<file path="config.mk">
export PLATFORM = sky130hd
export DESIGN_NAME = alpha_tensor_issue_queue
export DESIGN_NICKNAME = d
export VERILOG_FILES = /design/src/rtl/alpha_tensor_issue_queue.sv
export SDC_FILE = /design/constraint.sdc
export NUM_CORES = 1
export LEC_CHECK = 0
export CAP_MARGIN = 20
export CORE_UTILIZATION = 50
export DETAILED_ROUTE_END_ITERATION = 16
export GPL_TIMING_DRIVEN = 0
export PLACE_DENSITY = 0.76
export SKIP_LAST_GASP = 1
export SLEW_MARGIN = 40
export SYNTH_ARGS = -nofsm -noshare
export SYNTH_HDL_FRONTEND = slang
export SYNTH_SLANG_ARGS = --single-unit
</file>
<file path="constraint.sdc">
create_clock -name clk -period 2.9 [get_ports clk]
set_input_delay 0.29 -clock clk [delete_from_list [all_inputs] [get_ports clk]]
set_output_delay 0.29 -clock clk [all_outputs]
set_load 0.05 [all_outputs]
</file>
<file path="src/rtl/alpha_tensor_issue_queue.sv">
// ---------------------------------------------------------------------------
// alpha_tensor_issue_queue
//
// In-order issue stage in front of the alphaTensor matrix-multiply pipeline.
// Ops from the IDU are buffered in a small FIFO. The head op issues only when
// neither of its source indices matches a destination still in flight. A
// shift-register scoreboard tracks those in-flight destinations. A branch
// flush drops every queued op that has not issued yet.
//
// Ports:
//   clk, rst_n                    clock, asynchronous active-low reset
//   idu_issue_mul_vld             IDU offers an op
//   idu_issue_rd/rs1/rs2          op destination/source matrix indices
//   issue_idu_ready               FIFO not full (registered)
//   iex_issue_bru_vld_0/flush_0   flush when both are high
//   issue_alphaTensor_mul_vld     head op issues this cycle (combinational)
//   issue_alphaTensor_rd/rs1/rs2  head op indices, 0 when the FIFO is empty
//   issue_count                   FIFO occupancy (registered)
//   issue_stall_cnt               saturating hazard-stall cycle count
// ---------------------------------------------------------------------------
module alpha_tensor_issue_queue #(
    parameter int unsigned QUEUE_DEPTH    = 4,
    parameter int unsigned INFLIGHT_DEPTH = 3,
    parameter int unsigned IDX_W          = 8
) (
    input  logic                         clk,
    input  logic                         rst_n,
    input  logic                         idu_issue_mul_vld,
    input  logic [IDX_W-1:0]             idu_issue_rd,
    input  logic [IDX_W-1:0]             idu_issue_rs1,
    input  logic [IDX_W-1:0]             idu_issue_rs2,
    output logic                         issue_idu_ready,
    input  logic                         iex_issue_bru_vld_0,
    input  logic                         iex_issue_bru_flush_0,
    output logic                         issue_alphaTensor_mul_vld,
    output logic [IDX_W-1:0]             issue_alphaTensor_rd,
    output logic [IDX_W-1:0]             issue_alphaTensor_rs1,
    output logic [IDX_W-1:0]             issue_alphaTensor_rs2,
    output logic [$clog2(QUEUE_DEPTH):0] issue_count,
    output logic [31:0]                  issue_stall_cnt
);

    localparam int unsigned PTR_W   = $clog2(QUEUE_DEPTH);
    localparam int unsigned CNT_W   = PTR_W + 1;
    localparam int unsigned STALL_W = 32;

    typedef struct packed {
        logic [IDX_W-1:0] rd;
        logic [IDX_W-1:0] rs1;
        logic [IDX_W-1:0] rs2;
    } op_t;

    // FIFO storage and control state
    op_t              fifo_q [QUEUE_DEPTH];
    logic [PTR_W-1:0] wr_ptr_q;
    logic [PTR_W-1:0] rd_ptr_q;
    logic [CNT_W-1:0] count_q;
    logic [CNT_W-1:0] count_next;
    logic             ready_q;

    // Scoreboard of destinations still in flight
    logic             sb_vld_q [INFLIGHT_DEPTH];
    logic [IDX_W-1:0] sb_rd_q  [INFLIGHT_DEPTH];

    logic [STALL_W-1:0] stall_cnt_q;

    logic flush;
    logic empty;
    logic hazard;
    logic issue;
    logic enq;
    op_t  head;
    op_t  op_in;

    // Decode of the flush request, occupancy and the head entry
    always_comb begin
        flush = iex_issue_bru_vld_0 && iex_issue_bru_flush_0;
        empty = (count_q == '0);
        head  = fifo_q[rd_ptr_q];
        op_in = '{rd: idu_issue_rd, rs1: idu_issue_rs1, rs2: idu_issue_rs2};
    end

    // RAW check of the head sources against every valid pending write
    always_comb begin
        hazard = 1'b0;
        for (int unsigned k = 0; k < INFLIGHT_DEPTH; k++) begin
            if (sb_vld_q[k] && ((sb_rd_q[k] == head.rs1) || (sb_rd_q[k] == head.rs2))) begin
                hazard = 1'b1;
            end
        end
        hazard = hazard && !empty;
    end

    // Issue and enqueue qualifiers; ready is registered so a full FIFO
    // never accepts in the same cycle its head leaves
    always_comb begin
        issue = !empty && !hazard && !flush;
        enq   = idu_issue_mul_vld && ready_q && !flush;
    end

    // Next occupancy
    always_comb begin
        count_next = count_q;
        if (flush) begin
            count_next = '0;
        end else if (enq && !issue) begin
            count_next = count_q + CNT_W'(1);
        end else if (!enq && issue) begin
            count_next = count_q - CNT_W'(1);
        end
    end

    // FIFO pointers, occupancy and registered ready
    always_ff @(posedge clk or negedge rst_n) begin
        if (!rst_n) begin
            wr_ptr_q <= '0;
            rd_ptr_q <= '0;
            count_q  <= '0;
            ready_q  <= 1'b1;
        end else begin
            count_q <= count_next;
            ready_q <= (count_next != CNT_W'(QUEUE_DEPTH));
            if (flush) begin
                wr_ptr_q <= '0;
                rd_ptr_q <= '0;
            end else begin
                if (enq) begin
                    wr_ptr_q <= wr_ptr_q + PTR_W'(1);
                end
                if (issue) begin
                    rd_ptr_q <= rd_ptr_q + PTR_W'(1);
                end
            end
        end
    end

    // FIFO payload; contents are don't-care while the slot is unoccupied
    always_ff @(posedge clk) begin
        if (enq) begin
            fifo_q[wr_ptr_q] <= op_in;
        end
    end

    // Scoreboard shift; not flushed because issued ops still write back
    always_ff @(posedge clk or negedge rst_n) begin
        if (!rst_n) begin
            for (int unsigned k = 0; k < INFLIGHT_DEPTH; k++) begin
                sb_vld_q[k] <= 1'b0;
                sb_rd_q[k]  <= '0;
            end
        end else begin
            sb_vld_q[0] <= issue;
            sb_rd_q[0]  <= head.rd;
            for (int unsigned k = 1; k < INFLIGHT_DEPTH; k++) begin
                sb_vld_q[k] <= sb_vld_q[k-1];
                sb_rd_q[k]  <= sb_rd_q[k-1];
            end
        end
    end

    // Saturating count of hazard-stall cycles
    always_ff @(posedge clk or negedge rst_n) begin
        if (!rst_n) begin
            stall_cnt_q <= '0;
        end else if (hazard && !flush && (stall_cnt_q != '1)) begin
            stall_cnt_q <= stall_cnt_q + STALL_W'(1);
        end
    end

    // Output drive
    always_comb begin
        issue_idu_ready           = ready_q;
        issue_count               = count_q;
        issue_stall_cnt           = stall_cnt_q;
        issue_alphaTensor_mul_vld = issue;
        issue_alphaTensor_rd      = empty ? '0 : head.rd;
        issue_alphaTensor_rs1     = empty ? '0 : head.rs1;
        issue_alphaTensor_rs2     = empty ? '0 : head.rs2;
    end

endmodule

</file>
Word level (Yosys, flattened, before mapping)
Memory sizes are Yosys's and may differ from the RTL's.
Cells that the tools add are included.
{ "totals": {"mem_bits_rw": 96, "mem_count": 1, "word_cells": 64, "output_inout_bits": 61, "register_bits": 67} }
{ "classes": {"mux": 15, "reduce_logical": 24, "n_eq_ne": 8, "addsub": 5} }
{ "memory_table": {"columns": ["name", "depth", "word_bits", "rd", "rd_clocked_by_memory_dff", "write_ports", "line", "rtl"], "rows": [
  ["fifo_q", 4, 24, 1, 0, 1, "54", "op_t fifo_q [QUEUE_DEPTH];"]
]} }
{ "ops": {"columns": ["cell", "count"], "rows": [
  ["$eq A8 B8 Y1", 6],
  ["$add A32 B1 Y32 const B", 1],
  ["$ne A32 B32 Y1 const B", 1],
  ["$mux W8", 3],
  ["$logic_and A1 B1 Y1", 13],
  ["$mux W3", 3],
  ["$mux W2", 4],
  ["$logic_not A1 Y1", 5],
  ["$mux W1", 5],
  ["$add A2 B1 Y2 const B", 2],
  ["$reduce_bool A2 Y1", 2],
  ["$add A3 B1 Y3 const B", 1],
  ["$logic_not A3 Y1", 1],
  ["$logic_or A1 B1 Y1", 3],
  ["$ne A3 B3 Y1 const B", 1],
  ["$sub A3 B1 Y3 const B", 1]
]} }

Longest topological paths before layout
Gate-level depths: netlist of run 1.
An unclocked memory read counts as a cell.
{ "logic_depth": {"word_depth": 16, "mapped_depth": 12, "depth_no_buf": 9} }

Least setup slack after synthesis of run 1
Ideal clock, no wire load.
{ "synth_path": {"kind": "register to output", "from": "reg rd_ptr_q[0]", "to": "out issue_alphaTensor_mul_vld", "required_time_ns": 2.610, "arrival_time_ns": 2.937, "stages_incl_launch_ff": 10, "setup_slack_ns": -0.327, "path_cell_list": "dfrtp_1 buf_6 buf_12 mux4_2 xnor2_1 nand4_1 o22ai_1 a22oi_2 nand2_1 nor3_1"} }
{ "synth_between": {"elab_chain_cells": 11} }
{ "synth_rtl": {"columns": ["element", "line", "rtl"], "rows": [
  ["start, declared", "56", "logic [PTR_W-1:0] rd_ptr_q;"],
  ["start signal, assigned", "131", "rd_ptr_q <= rd_ptr_q + PTR_W'(1);"],
  ["$mem_v2 Z4 W24 (*)", null, null],
  ["$eq A8 B8 Y1", "87", "if (sb_vld_q[k] && ((sb_rd_q[k] == head.rs1) || (sb_rd_q[k] == head.rs2))) begin"],
  ["$logic_or A1 B1 Y1", "87", null],
  ["$logic_and A1 B1 Y1", "87", null],
  ["$mux W1 (2 in series)", "87", null],
  ["$mux W1 (*)", "87", null],
  ["$logic_and A1 B1 Y1 (*)", "91", "hazard = hazard && !empty;"],
  ["$logic_not A1 Y1 (*)", "97", "issue = !empty && !hazard && !flush;"],
  ["$logic_and A1 B1 Y1 (*) (2 in series)", "97", null],
  ["end, declared", "35", "output logic issue_alphaTensor_mul_vld,"]
]} }
Mark *: on every way between the ends. The rest lies on a longest branch, timed or not.

Final worst setup path of run 1
{ "layout_path": {"from": "reg rd_ptr_q[0]", "to": "reg ready_q, in the netlist issue_idu_ready"} }
{ "layout_between": {"elab_chain_cells": 16} }
{ "layout_rtl": {"columns": ["element", "line", "rtl"], "rows": [
  ["$mem_v2 Z4 W24 (*)", null, null],
  ["$eq A8 B8 Y1", "87", null],
  ["$logic_or A1 B1 Y1", "87", null],
  ["$logic_and A1 B1 Y1", "87", null],
  ["$mux W1 (2 in series)", "87", null],
  ["$mux W1 (*)", "87", null],
  ["$logic_and A1 B1 Y1 (*)", "91", null],
  ["$logic_not A1 Y1 (*)", "97", null],
  ["$logic_and A1 B1 Y1 (*) (2 in series)", "97", null],
  ["$logic_and A1 B1 Y1 or $logic_not A1 Y1 (tied branches)", "108, 106", null],
  ["$mux W3 or $logic_and A1 B1 Y1 (tied branches)", "108, 106", null],
  ["$mux W3 (*)", "106", "end else if (enq && !issue) begin"],
  ["$mux W3 (*)", "104", "if (flush) begin"],
  ["named net count_next[1]", "58", "logic [CNT_W-1:0] count_next;"],
  ["$ne A3 B3 Y1 (*)", "122", "ready_q <= (count_next != CNT_W'(QUEUE_DEPTH));"],
  ["end signal, assigned", "122", null],
  ["end, declared", "59", "logic ready_q;"]
]} }
Mark *: on every way through the listed nets, which the timed path passes. The rest lies on a longest branch.
A chain may end at the register's enable or synchronous reset.

==> results of run 1 <==
-- sequential cells by signal, summed over array words and instances (netlist names) --
register         flops
sb_rd_q             24
issue_idu_ready      1
issue_stall_cnt     32
wr_ptr_q             2
sb_vld_q             3
issue_count          3
rd_ptr_q             2
fifo_q              96
-- final cells by class --
| type | instances | area share |
|---|---|---|
| Multi-Input combinational cell | 263 | 0.2783 |
| Tap cell | 176 | 0.02361 |
| Inverter | 7 | 0.002817 |
| Timing Repair Buffer | 127 | 0.1302 |
| Clock buffer | 19 | 0.04641 |
| Sequential cell | 163 | 0.4893 |
| Buffer | 13 | 0.01261 |
| Clock inverter | 13 | 0.01677 |
-- synth_stat cells --
cell type,number
or3_1,1
nor4_1,4
o22ai_1,2
nor2b_1,1
a31oi_1,1
xnor2_1,74
mux4_2,17
clkbuf_1,9
mux4_1,7
nand4_1,26
and3_1,11
dfstp_2,1
o211a_1,1
buf_6,2
xor2_1,11
and2_1,32
dfrtp_1,66
nand2_1,25
nand3_1,11
buf_2,2
or4b_4,1
o211ai_1,1
buf_12,1
edfxtp_1,96
o21ai_0,1
nor2_1,12
a22oi_2,1
inv_1,7
ha_1,8
a211o_1,1
nor3_1,9
o22ai_2,1
nand3b_1,1
a21oi_1,1
buf_1,1
nand2b_1,1
and3_4,1
-- power breakdown --
group	switching [uW]	total, uW	internal, uW
sequential	371	3310	2940
combinational	2650	4620	1970
clock	892	2240	1350
-- per-stage QoR --
stage / std cells / instance area [um^2] / total power (uW)
6_report: 781 / 9329 / 10170
5_1_grt: 781 / 9329 / 10560
4_1_cts: 767 / 8966 / 9868
3_5_place_dp: 714 / 8056 / 7338
3_3_place_gp: 713 / 8034 / 7268
2_1_floorplan: 448 / 6923 / 6127
-- worst register-to-register path, stage by stage, from the launching register on --
cell     delay, ns
dfrtp_1       0.35
buf_6         0.17
buf_4         0.14
mux4_2        0.59
xnor2_1       0.22
nand4_1       0.16
o22ai_2       0.27
a22oi_2       0.14
and3_4        0.20
or3_1         0.31
and3_4        0.16
or4b_4        0.50
-- per-layer routing --
layer	wire [um]	up-vias	global-route usage
met1	6358	2213	0.2835
li1	-	1940	-
met4	530	0	0.1094
met2	8628	203	0.3858
met5	0	-	0
met3	943	42	0.05561
-- final timing paths --
kind,end,slack (ns),depth (start not counted)
setup / recovery,issue_idu_ready,-0.41,11
max in group asynchronous,rd_ptr_q[1],2.01,3
min in group clk,sb_vld_q[0],0.39,0
setup reg to reg,issue_idu_ready,-0.41,11
hold reg to reg,sb_vld_q[0],0.39,0
hold / removal,issue_stall_cnt[15],0.34,2
-- logic make-up (layout without fill, tap and decap cells) --
group                    after synthesis  after routing  synth area share
flip-flops                           163            163            0.6595
AO/OA/AOI/OAI                         10             10           0.01158
AND/OR/NAND/NOR                      136            136            0.1080
XOR/XNOR                              85             85            0.1077
adder cells (fa/ha/maj)                8              8           0.01447
buffers and inverters                 22            179           0.01683
multiplexers                          24             24           0.08196
-- repair_timing --
item                       CTS  global route
hold buffers                 1             0
pin swaps                   18            30
hold endpoints to repair    28             0
gates resized for setup     82            62
cloned                       2             2
setup buffers               20            12
setup endpoints to repair   62            46
==> qor.yml, run 1 <==
slew-limit-headroom: 0.5131
rsz0062_at_grt: "yes"
design.core.area_um2: 13350
grt_max_degree: 39
clock-sinks: 163
grt_pass1_wl_um: 24440
synth_area_um2: 6915
nFillCells: 880
start_util: 0.5181
dieHeight_um: 119.6
timing.fmax_mhz: 302.2
worst-setup-path-type: "reg -> reg"
clk_pin_slew_ns: 0.06
fin_util: 0.6989
final_cell_mix: "96 x edfxtp_1, 63 x clkdlybuf4s50_1, 63 x dfrtp_1"
synth_nets: 485
clock_latency_ns: 0.43
start_kind: "flop"
post_drt_wl_per_cell_um: 21.08
cts_max_level: 4
status: "complete, but fails checks"
totalWireLength_um: 16460
cp_max_fo: 7
drcViolationCount: 0
crit_path_frequent_cell: "and3_4"
startpoint: "rd_ptr_q[0]"
diodes: 0
rows: 42
ys_ff_latch: 163
worst-path-buf-inv: 2
synth_area_per_cell_um2: 15.44
cp_slowest_stage_delay_ns: 0.59
period_needed_ns: 3.310
grt.overflow.total: 0
r2r-start: "rd_ptr_q[0]"
min_period_over_period: 1.141
vias: 4398
dpl_worst_slack_ns: -0.7803
synth_warnings: 0
regArea_um2: 4564
cts_buffers: 17
place.detailed.hpwl_um: 9582
postLayoutSetupSlackWorst_ns: -0.4096
finalHoldViolCount: 0
dr.pass1.iters: 5
port_buffers: 89
arrival_ns: 3.65
fin_skew_ns: 0.01281
cts_tree: "yes"
synth_area_leaders: "edfxtp_1 42%, dfrtp_1 24%, xnor2_1 9.4%"
crit_family: "simple AND/OR/NAND/NOR gates"
die_w_um: 119.6
p_leak_uw: 0.003713
seq_area_frac_synth: 0.6595
place.gp.congestion: 0.8482
worst_pin_slew_ns: 0.7304
synth_top_area_cell: "edfxtp_1"
clock-root-buffer: "clkbuf_16"
timing.setup.tns_ns: -7.087
multi_input_area_um2: 2596
grt.total_usage: 0.2310
synth.top_cell.area_share: 0.4169
drive_above_1_share: 0.2694
hold_path.class: "in -> async"
clockBufferDepth: 2
slowest_stage: "mux4_2"
viasPerCell: 5.631
finalSetupViolCount: 35
power.density_nw_per_um2: 1090
layout_commonest_cell: "edfxtp_1"
drv_cap: 0
area_growth_pct: 34.90
crit_chain: "buf_6 -> buf_4 -> mux4_2 -> xnor2_1 -> nand4_1 -> o22ai_2 -> a22oi_2 -> and3_4 -> or3_1 -> and3_4 -> or4b_4"
num_io_pins: 90
hold_ws_ns: 0.3435
crit_path_end_kind: "flop"
violations: "negative setup slack"
crit_required_ns: 3.24
antenna_found_initial: 0
first_global_vias: 4564
postSynthCellCount: 448
ant_nets: 0
ir_drop_v: 0.0008665
nNetsFinal: 629
synth_cell_types: 37
drt_iter0_markers: 358
dieArea_um2: 14310
final_max_slew_viol_count: 0
Note: power is estimated with default switching activity, not from simulation.
==> run 2: changes to the inputs <==
--- a/config.mk
+++ b/config.mk
@@ -8,7 +8,7 @@
 export CAP_MARGIN = 20
 export CORE_UTILIZATION = 50
 export DETAILED_ROUTE_END_ITERATION = 16
-export GPL_TIMING_DRIVEN = 0
+export GPL_TIMING_DRIVEN = 1
 export PLACE_DENSITY = 0.76
 export SKIP_LAST_GASP = 1
 export SLEW_MARGIN = 40
==> qor.yml, run 2 (same netlist as run 1, synthesis figures left out) <==
final_max_slew_viol_count: 0  # unchanged
cts_tree: "yes"  # unchanged
finalSetupViolCount: 25  # was 35
grt_pass1_wl_um: 23850  # was 24440 um
cp_max_fo: 6  # was 7
nNetsFinal: 630  # was 629
port_buffers: 89  # unchanged
layout_commonest_cell: "edfxtp_1"  # unchanged
area_growth_pct: 33.60  # was 34.90%
fin_skew_ns: 0.007584  # was 0.01281 ns
regMostFlops: "fifo_q"  # unchanged
clockBufferDepth: 2  # unchanged
antenna_found_initial: 0  # unchanged
finalPower_uw: 9932  # was 10170 uW
grt.overflow.total: 0  # unchanged
dr.pass1.iters: 4  # was 5
postLayoutSetupSlackWorst_ns: -0.2744  # was -0.4096 ns
period_needed_ns: 3.174  # was 3.310 ns
totalWireLength_um: 15880  # was 16460 um
violations: "negative setup slack"  # unchanged
crit_path_end_kind: "output pin"  # was flop
worst_pin_slew_ns: 0.5012  # was 0.7304 ns
place_area_um2: 8167  # was 8056 um^2
hold_ws_ns: 0.3756  # was 0.3435 ns
clock-root-buffer: "clkbuf_16"  # unchanged
hold_path.class: "in -> async"  # unchanged
place.detailed.hpwl_um: 9916  # was 9582 um
drive_above_1_share: 0.2904  # was 0.2694
drcViolationCount: 0  # unchanged
post_drt_wl_per_cell_um: 20.31  # was 21.08 um
finalHoldViolCount: 0  # unchanged
dieHeight_um: 119.6  # unchanged
final_cell_mix: "96 x edfxtp_1, 64 x buf_4, 63 x xnor2_1, 63 x clkdlybuf4s50_1, 63 x dfrtp_1"  # was 96 x edfxtp_1, 63 x clkdlybuf4s50_1, 63 x dfrtp_1
clock-sinks: 163  # unchanged
design.core.area_um2: 13350  # unchanged
design_area_um2: 9239  # was 9329 um^2
ant_nets: 0  # unchanged
arrival_ns: 2.88  # was 3.65 ns
cts_buffers: 17  # unchanged
clock_latency_ns: 0.42  # was 0.43 ns
ir_drop_v: 0.0009420  # was 0.0008665 V
start_util: 0.5181  # unchanged
clk_pin_slew_ns: 0.06  # about the same
rows: 42  # unchanged
timing.fmax_mhz: 315.0  # was 302.2 MHz
rsz0062_at_grt: "yes"  # unchanged
power.density_nw_per_um2: 1075  # was 1090 nW/um^2
nFillCells: 902  # was 880
worst-setup-path-type: "reg -> out"  # was reg -> reg
slew-limit-headroom: 0.6648  # was 0.5131
grt_max_degree: 35  # was 39
grt.total_usage: 0.2242  # was 0.2310
drt_iter0_markers: 261  # was 358
place.gp.congestion: 0.8917  # was 0.8482
drv_cap: 0  # unchanged
num_io_pins: 90  # unchanged
diodes: 0  # unchanged
min_period_over_period: 1.095  # was 1.141
first_global_vias: 4435  # was 4564
vias: 4256  # was 4398
dieArea_um2: 14310  # unchanged
cts_max_level: 4  # unchanged
crit_required_ns: 2.61  # was 3.24 ns
largest_reg_flops: 96  # unchanged
start_kind: "flop"  # unchanged
p_leak_uw: 0.003565  # was 0.003713 uW
status: "complete, but fails checks"  # unchanged
viasPerCell: 5.442  # was 5.631
die_w_um: 119.6  # unchanged
## run 2: where the power goes
group / switching (uW) / leakage, uW / internal, uW
clock network: 894 / 0.000272 / 1260
registers: 360 / 0.00172 / 2940
logic: 2540 / 0.00157 / 1940
## run 2: final timing paths
check,start,to,slack (ns),cells past startpoint
max,rd_ptr_q[0],issue_alphaTensor_mul_vld,-0.27,11
min,rst_n,issue_stall_cnt[10],0.38,2
max reg2reg,rd_ptr_q[0],issue_idu_ready,-0.21,12
min reg2reg,sb_vld_q[1],sb_vld_q[0],0.41,0
max in group asynchronous,rst_n,issue_idu_ready,1.91,3
min in group clk,sb_vld_q[1],sb_vld_q[0],0.41,0
## run 2: metrics by stage
| step | util | cells | TNS (ns) | setup WS, ns |
|---|---|---|---|---|
| after CTS | 0.6638 | 769 | -0.4416 | -0.2215 |
| after global placement | 0.6118 | 730 | -0.2950 | -0.2023 |
| after detailed placement | 0.6118 | 730 | -0.6433 | -0.2688 |
| final | 0.6922 | 782 | -1.263 | -0.2744 |
| after global routing | 0.6922 | 782 | -6.501 | -0.3775 |
| after floorplan | - | 448 | -0.06887 | -0.06887 |
## run 2: layer usage
metal,track usage,vias to the layer above,wire length [um]
met5,0,-,0
met4,0.08594,0,259
met1,0.2902,2164,6655
li1,-,1932,-
met3,0.04515,20,740
met2,0.3739,140,8228
## run 2: what timing repair did
| action | 4_1_cts | 5_1_grt |
|---|---|---|
| hold endpoints to repair | 33 | 0 |
| gates resized for setup | 21 | 48 |
| gates cloned | 1 | 4 |
| pin swaps | 9 | 29 |
| buffers inserted | 5 | 10 |
| setup endpoints to repair | 29 | 35 |
| hold buffers | 1 | 0 |
## run 2: layout make-up
| type | count | area, um^2 | area share |
|---|---|---|---|
| clock buffers | 18 | 429.2 | 0.04645 |
| flip-flops and latches | 163 | 4564 | 0.4940 |
| multi-input cells | 263 | 2516 | 0.2723 |
| repair buffers | 141 | 1343 | 0.1453 |
| inverters | 7 | 26.28 | 0.002844 |
| clock inverters | 14 | 140.1 | 0.01517 |
| well taps | 176 | 220.2 | 0.02384 |
## run 2: critical path: stages (launching register included)
cell and delay [ns]:
dfrtp_2 0.43, buf_12 0.15, buf_6 0.10, mux4_2 0.57, xnor2_2 0.17, nand4_1 0.10, o22ai_2 0.09, a22oi_2 0.23
nand2_2 0.10, buf_6 0.13, nor3_4 0.22, buf_12 0.17
==> edit 1: new RTL, settings of run 1 <==
The parameter `QUEUE_DEPTH` goes from 4 to 2.
--- a/src/rtl/alpha_tensor_issue_queue.sv
+++ b/src/rtl/alpha_tensor_issue_queue.sv
@@ -19,7 +19,7 @@
 //   issue_stall_cnt               saturating hazard-stall cycle count
 // ---------------------------------------------------------------------------
 module alpha_tensor_issue_queue #(
-    parameter int unsigned QUEUE_DEPTH    = 4,
+    parameter int unsigned QUEUE_DEPTH    = 2,
     parameter int unsigned INFLIGHT_DEPTH = 3,
     parameter int unsigned IDX_W          = 8
 ) (
Ports: changed (resized issue_count); port bits go from 90 to 89. The function was not compared with the original's and may differ.
==> edit 1 against run 1 <==
  * The run still ends with setup timing left
  * Non-clock buffer count shrank 16
  * Sequential power shrank 33%
  * Wire length decreased by 32%
  * Cell count is 18% lower
  * First-iteration DRC count is 73% lower
  * Sequential cell count decreased by 51
  * Design area down 26%
  * Area after synthesis shrank 26%
  * Worst setup slack improved by 0.20 ns
  * Total power down 38%
  * Critical path type unchanged
  * Largest power group unchanged
==> edit 1: results <==
routing:
  met2RoutedLength_um: 5650
  routedWlPerCell_um: 17.5
  wl_met1_um: 5010
  routed_wl_um: 11200
  wl_met3_um: 417
  viasPerCell: 5.32
global_route:
  grt_pass1_wl_um: 16700
  use_met1_pct: 29.6
  track_usage_pct: 21.3
  grt.met2_usage_pct: 35.3
  met3_usage_pct: 2.49
  grt_pass1_vias: 3335
critical_path:
  r2r_cells: 13
  slowest_delay_ns: 0.49
  path_max_fanout: 6
  slowest_stage: "or3_4"
  arrival_ns: 3.39
power:
  leakagePower_nw: 2.77
  seq_cell_power_mw: 2.22
  internal-power_mw: 3.70
  irDropWorstVdd_mv: 0.468
  comb_cell_power_mw: 3.26
  p_per_area_nw_per_um2: 908
yosys:
  syn_area_per_cell_um2: 13.5
  seq_area_frac_synth_pct: 59.5
  syn-num-nets: 410
  synth.area.top_cells: "dfrtp_1 (31%), edfxtp_1 (28%), xnor2_1 (10%)"
  synth-edff-count: 48
  netlist_top_cells_count: "dfrtp_1 (63), xnor2_1 (59), edfxtp_1 (48)"
  ys_seq_elements: 112
  synth_cell_types: 41
finish:
  largest_reg_flops: 48
  drive_gt1_share_pct: 22.5
  nNetsFinal: 533
  clk_share_pct: 2.37
  multi_input_area_share_pct: 32.8
  syn_to_final_growth_pct: 35.3
  buf_share_pct: 18.0
  multi_input_cells: 246
  num-nonclk-buffers: 124
  regArea_um2: 3040
timing:
  worst_slack_ns: -0.213
  finalSetupViolCount: 26
  hold_slack_ns: 0.346
  setup_tns_ns: -3.47
  fin_skew_ns: 0.0163
place:
  place_ws_ns: -0.390
  portBuffers: 88
  hpwl_um: 7650
  dp.cells: 605
  place_area_um2: 6260
  routabilityCongestion: 0.806
run_status:
  status: "finished, violations left"
  violations: "setup timing"
cts:
  h-tree-depth: 3
  cts-root-buf: "clkbuf_8"
  cts_buffers: 9
  cts.clk_slew.worst_paths_ns: 0.10
floorplan:
  die_area_um2: 10600
## edit 1: timing repair
| action | CTS | global route |
|---|---|---|
| pin swaps | 11 | 28 |
| hold buffers | 1 | 0 |
| hold endpoints to repair | 19 | 0 |
| setup endpoints to repair | 50 | 53 |
| gates cloned | 1 | 1 |
| gates resized for setup | 33 | 28 |
| buffers inserted | 5 | 12 |
## edit 1: cell families after synthesis
group,synth area share (%)
muxes,7.99
and+or+nand+nor,14.2
DFF,59.5
xor gates and xnor gates,14.2
buffers and inverters,2.27
AOI/OAI and AO/OA,1.39
adders and majority gates,0.489
## edit 1: final timing paths
| kind | from | endpoint |
|---|---|---|
| min in group clk | sb_vld_q[1] | sb_vld_q[0] |
| setup / recovery | rd_ptr_q | issue_stall_cnt[9] |
| setup reg to reg | rd_ptr_q | issue_stall_cnt[9] |
| max in group asynchronous | rst_n | sb_rd_q[18] |
| hold / removal | rst_n | issue_stall_cnt[12] |
| hold reg to reg | sb_vld_q[1] | sb_vld_q[0] |
==> edit 2: new RTL, settings of run 1 <==
Made on the original files. Make the reset (`rst_n`) synchronous in 3 clocked blocks. Comments in the files are not updated.
--- a/src/rtl/alpha_tensor_issue_queue.sv
+++ b/src/rtl/alpha_tensor_issue_queue.sv
@@ -111,7 +111,7 @@
     end
 
     // FIFO pointers, occupancy and registered ready
-    always_ff @(posedge clk or negedge rst_n) begin
+    always_ff @(posedge clk) begin
         if (!rst_n) begin
             wr_ptr_q <= '0;
             rd_ptr_q <= '0;
@@ -142,7 +142,7 @@
     end
 
     // Scoreboard shift; not flushed because issued ops still write back
-    always_ff @(posedge clk or negedge rst_n) begin
+    always_ff @(posedge clk) begin
         if (!rst_n) begin
             for (int unsigned k = 0; k < INFLIGHT_DEPTH; k++) begin
                 sb_vld_q[k] <= 1'b0;
@@ -159,7 +159,7 @@
     end
 
     // Saturating count of hazard-stall cycles
-    always_ff @(posedge clk or negedge rst_n) begin
+    always_ff @(posedge clk) begin
         if (!rst_n) begin
             stall_cnt_q <= '0;
         end else if (hazard && !flush && (stall_cnt_q != '1)) begin
Function: differs if rst_n is asserted again (counterexample within 4 cycles, from zero or initial values and one cycle with rst_n low); with rst_n held inactive, the same outputs for 4 cycles.
==> edit 2 against run 1 <==
  * The flow still finishes with violations (setup timing)
  * Worst setup slack improved by 0.039 ns
  * Utilization shrank 3.3 points
  * Non-clock buffer count is 9 lower
  * Area after synthesis down 0.34%
  * Design area is 4.8% lower
  * Wire length down 6.3%
  * Combinational power shrank 44%
  * Cell count up 5.4%
  * Fmax rose by 1.2%
  * Total power down 29%
  * Sequential cell count grew 2
  * Critical path type unchanged
==> edit 2: results <==
timing:
  worst_slack_ns: -0.371
  finalSetupViolCount: 36
  fin_skew_ns: 0.00652
  tightest_slew_ns: 0.715
finish:
  regArea_um2: 4280
  fillers: 967
  num-nonclk-buffers: 131
  buf_share_pct: 13.2
  clk_share_pct: 5.56
  inverters: 6
yosys:
  synthAdderAreaFrac_pct: 1.45
  synthCells: 506
  ys_seq_elements: 165
  synth.area.top_cells: "edfxtp_1 (42%), dfxtp_1 (20%), mux4_2 (7.8%)"
  synth_cell_types: 39
place:
  routabilityCongestion: 0.825
  dp.cells: 771
routing:
  wl_met3_um: 735
  vias: 4491
  wl_met1_um: 6360
global_route:
  use_met1_pct: 27.0
  track_usage_pct: 22.9
  grt_pass1_wl_um: 24200
power:
  irDropWorstVdd_mv: 0.562
  p_sw_mw: 2.52
hold_path:
  hold_path_class: "flip-flop to flip-flop"
run_status:
  violations: "setup timing"
  status: "finished, violations left"
critical_path:
  r2r_cells: 14
[edit 2: cell count changes after synthesis, moves of 9 or more]
cell	run 1	this run
nand4_1	26	17
dfrtp_1	66	0
dfxtp_1	0	69
xnor2_1	74	58
a21oi_1	1	11
nor2_1	12	34
and2_1	32	60
[edit 2: path summary, 6_finish.rpt]
check | to | slack (ns) | from
max reg2reg | issue_stall_cnt[26] | -0.37 | flip-flop
max | issue_stall_cnt[26] | -0.37 | flip-flop
min reg2reg | sb_vld_q[0][2] | 0.47 | sb_vld_q[0][1]
min | sb_vld_q[0][2] | 0.47 | sb_vld_q[0][1]
[edit 2: stage by stage]
| stage | util [%] | worst slack (ns) | setup TNS (ns) | power, mW | instance area (um2) |
|---|---|---|---|---|---|
| after detailed placement | 60.1 | -0.971 | -20.29 | 5.15 | 8020 |
| after global placement | 60.1 | -0.921 | -22.31 | 5.12 | 8020 |
| after global routing | 66.6 | -0.424 | -10.70 | 7.51 | 8880 |
| final | 66.6 | -0.371 | -6.78 | 7.24 | 8880 |
| after floorplan | - | 0.0332 | 0 | 4.44 | 6910 |
| after CTS | 66.1 | -0.298 | -5.68 | 7.16 | 8820 |
[edit 2: power by group through the flow]
stage,Combinational [mW],Sequential [mW],Clock [mW]
4_1_cts,2.50,2.73,1.94
3_3_place_gp,2.36,2.76,0
5_1_grt,2.72,2.75,2.04
6_report,2.58,2.74,1.93
2_1_floorplan,1.64,2.80,0
3_5_place_dp,2.38,2.77,0
[edit 2: what timing repair did]
item                                    4_1_cts  5_1_grt
gates resized for setup                      71       60
hold buffers                                  0        0
setup buffers                                15        7
endpoints found under the setup margin       62       60
hold endpoints to repair                      0        0
gates cloned                                  2        0
pin swaps                                    20        9
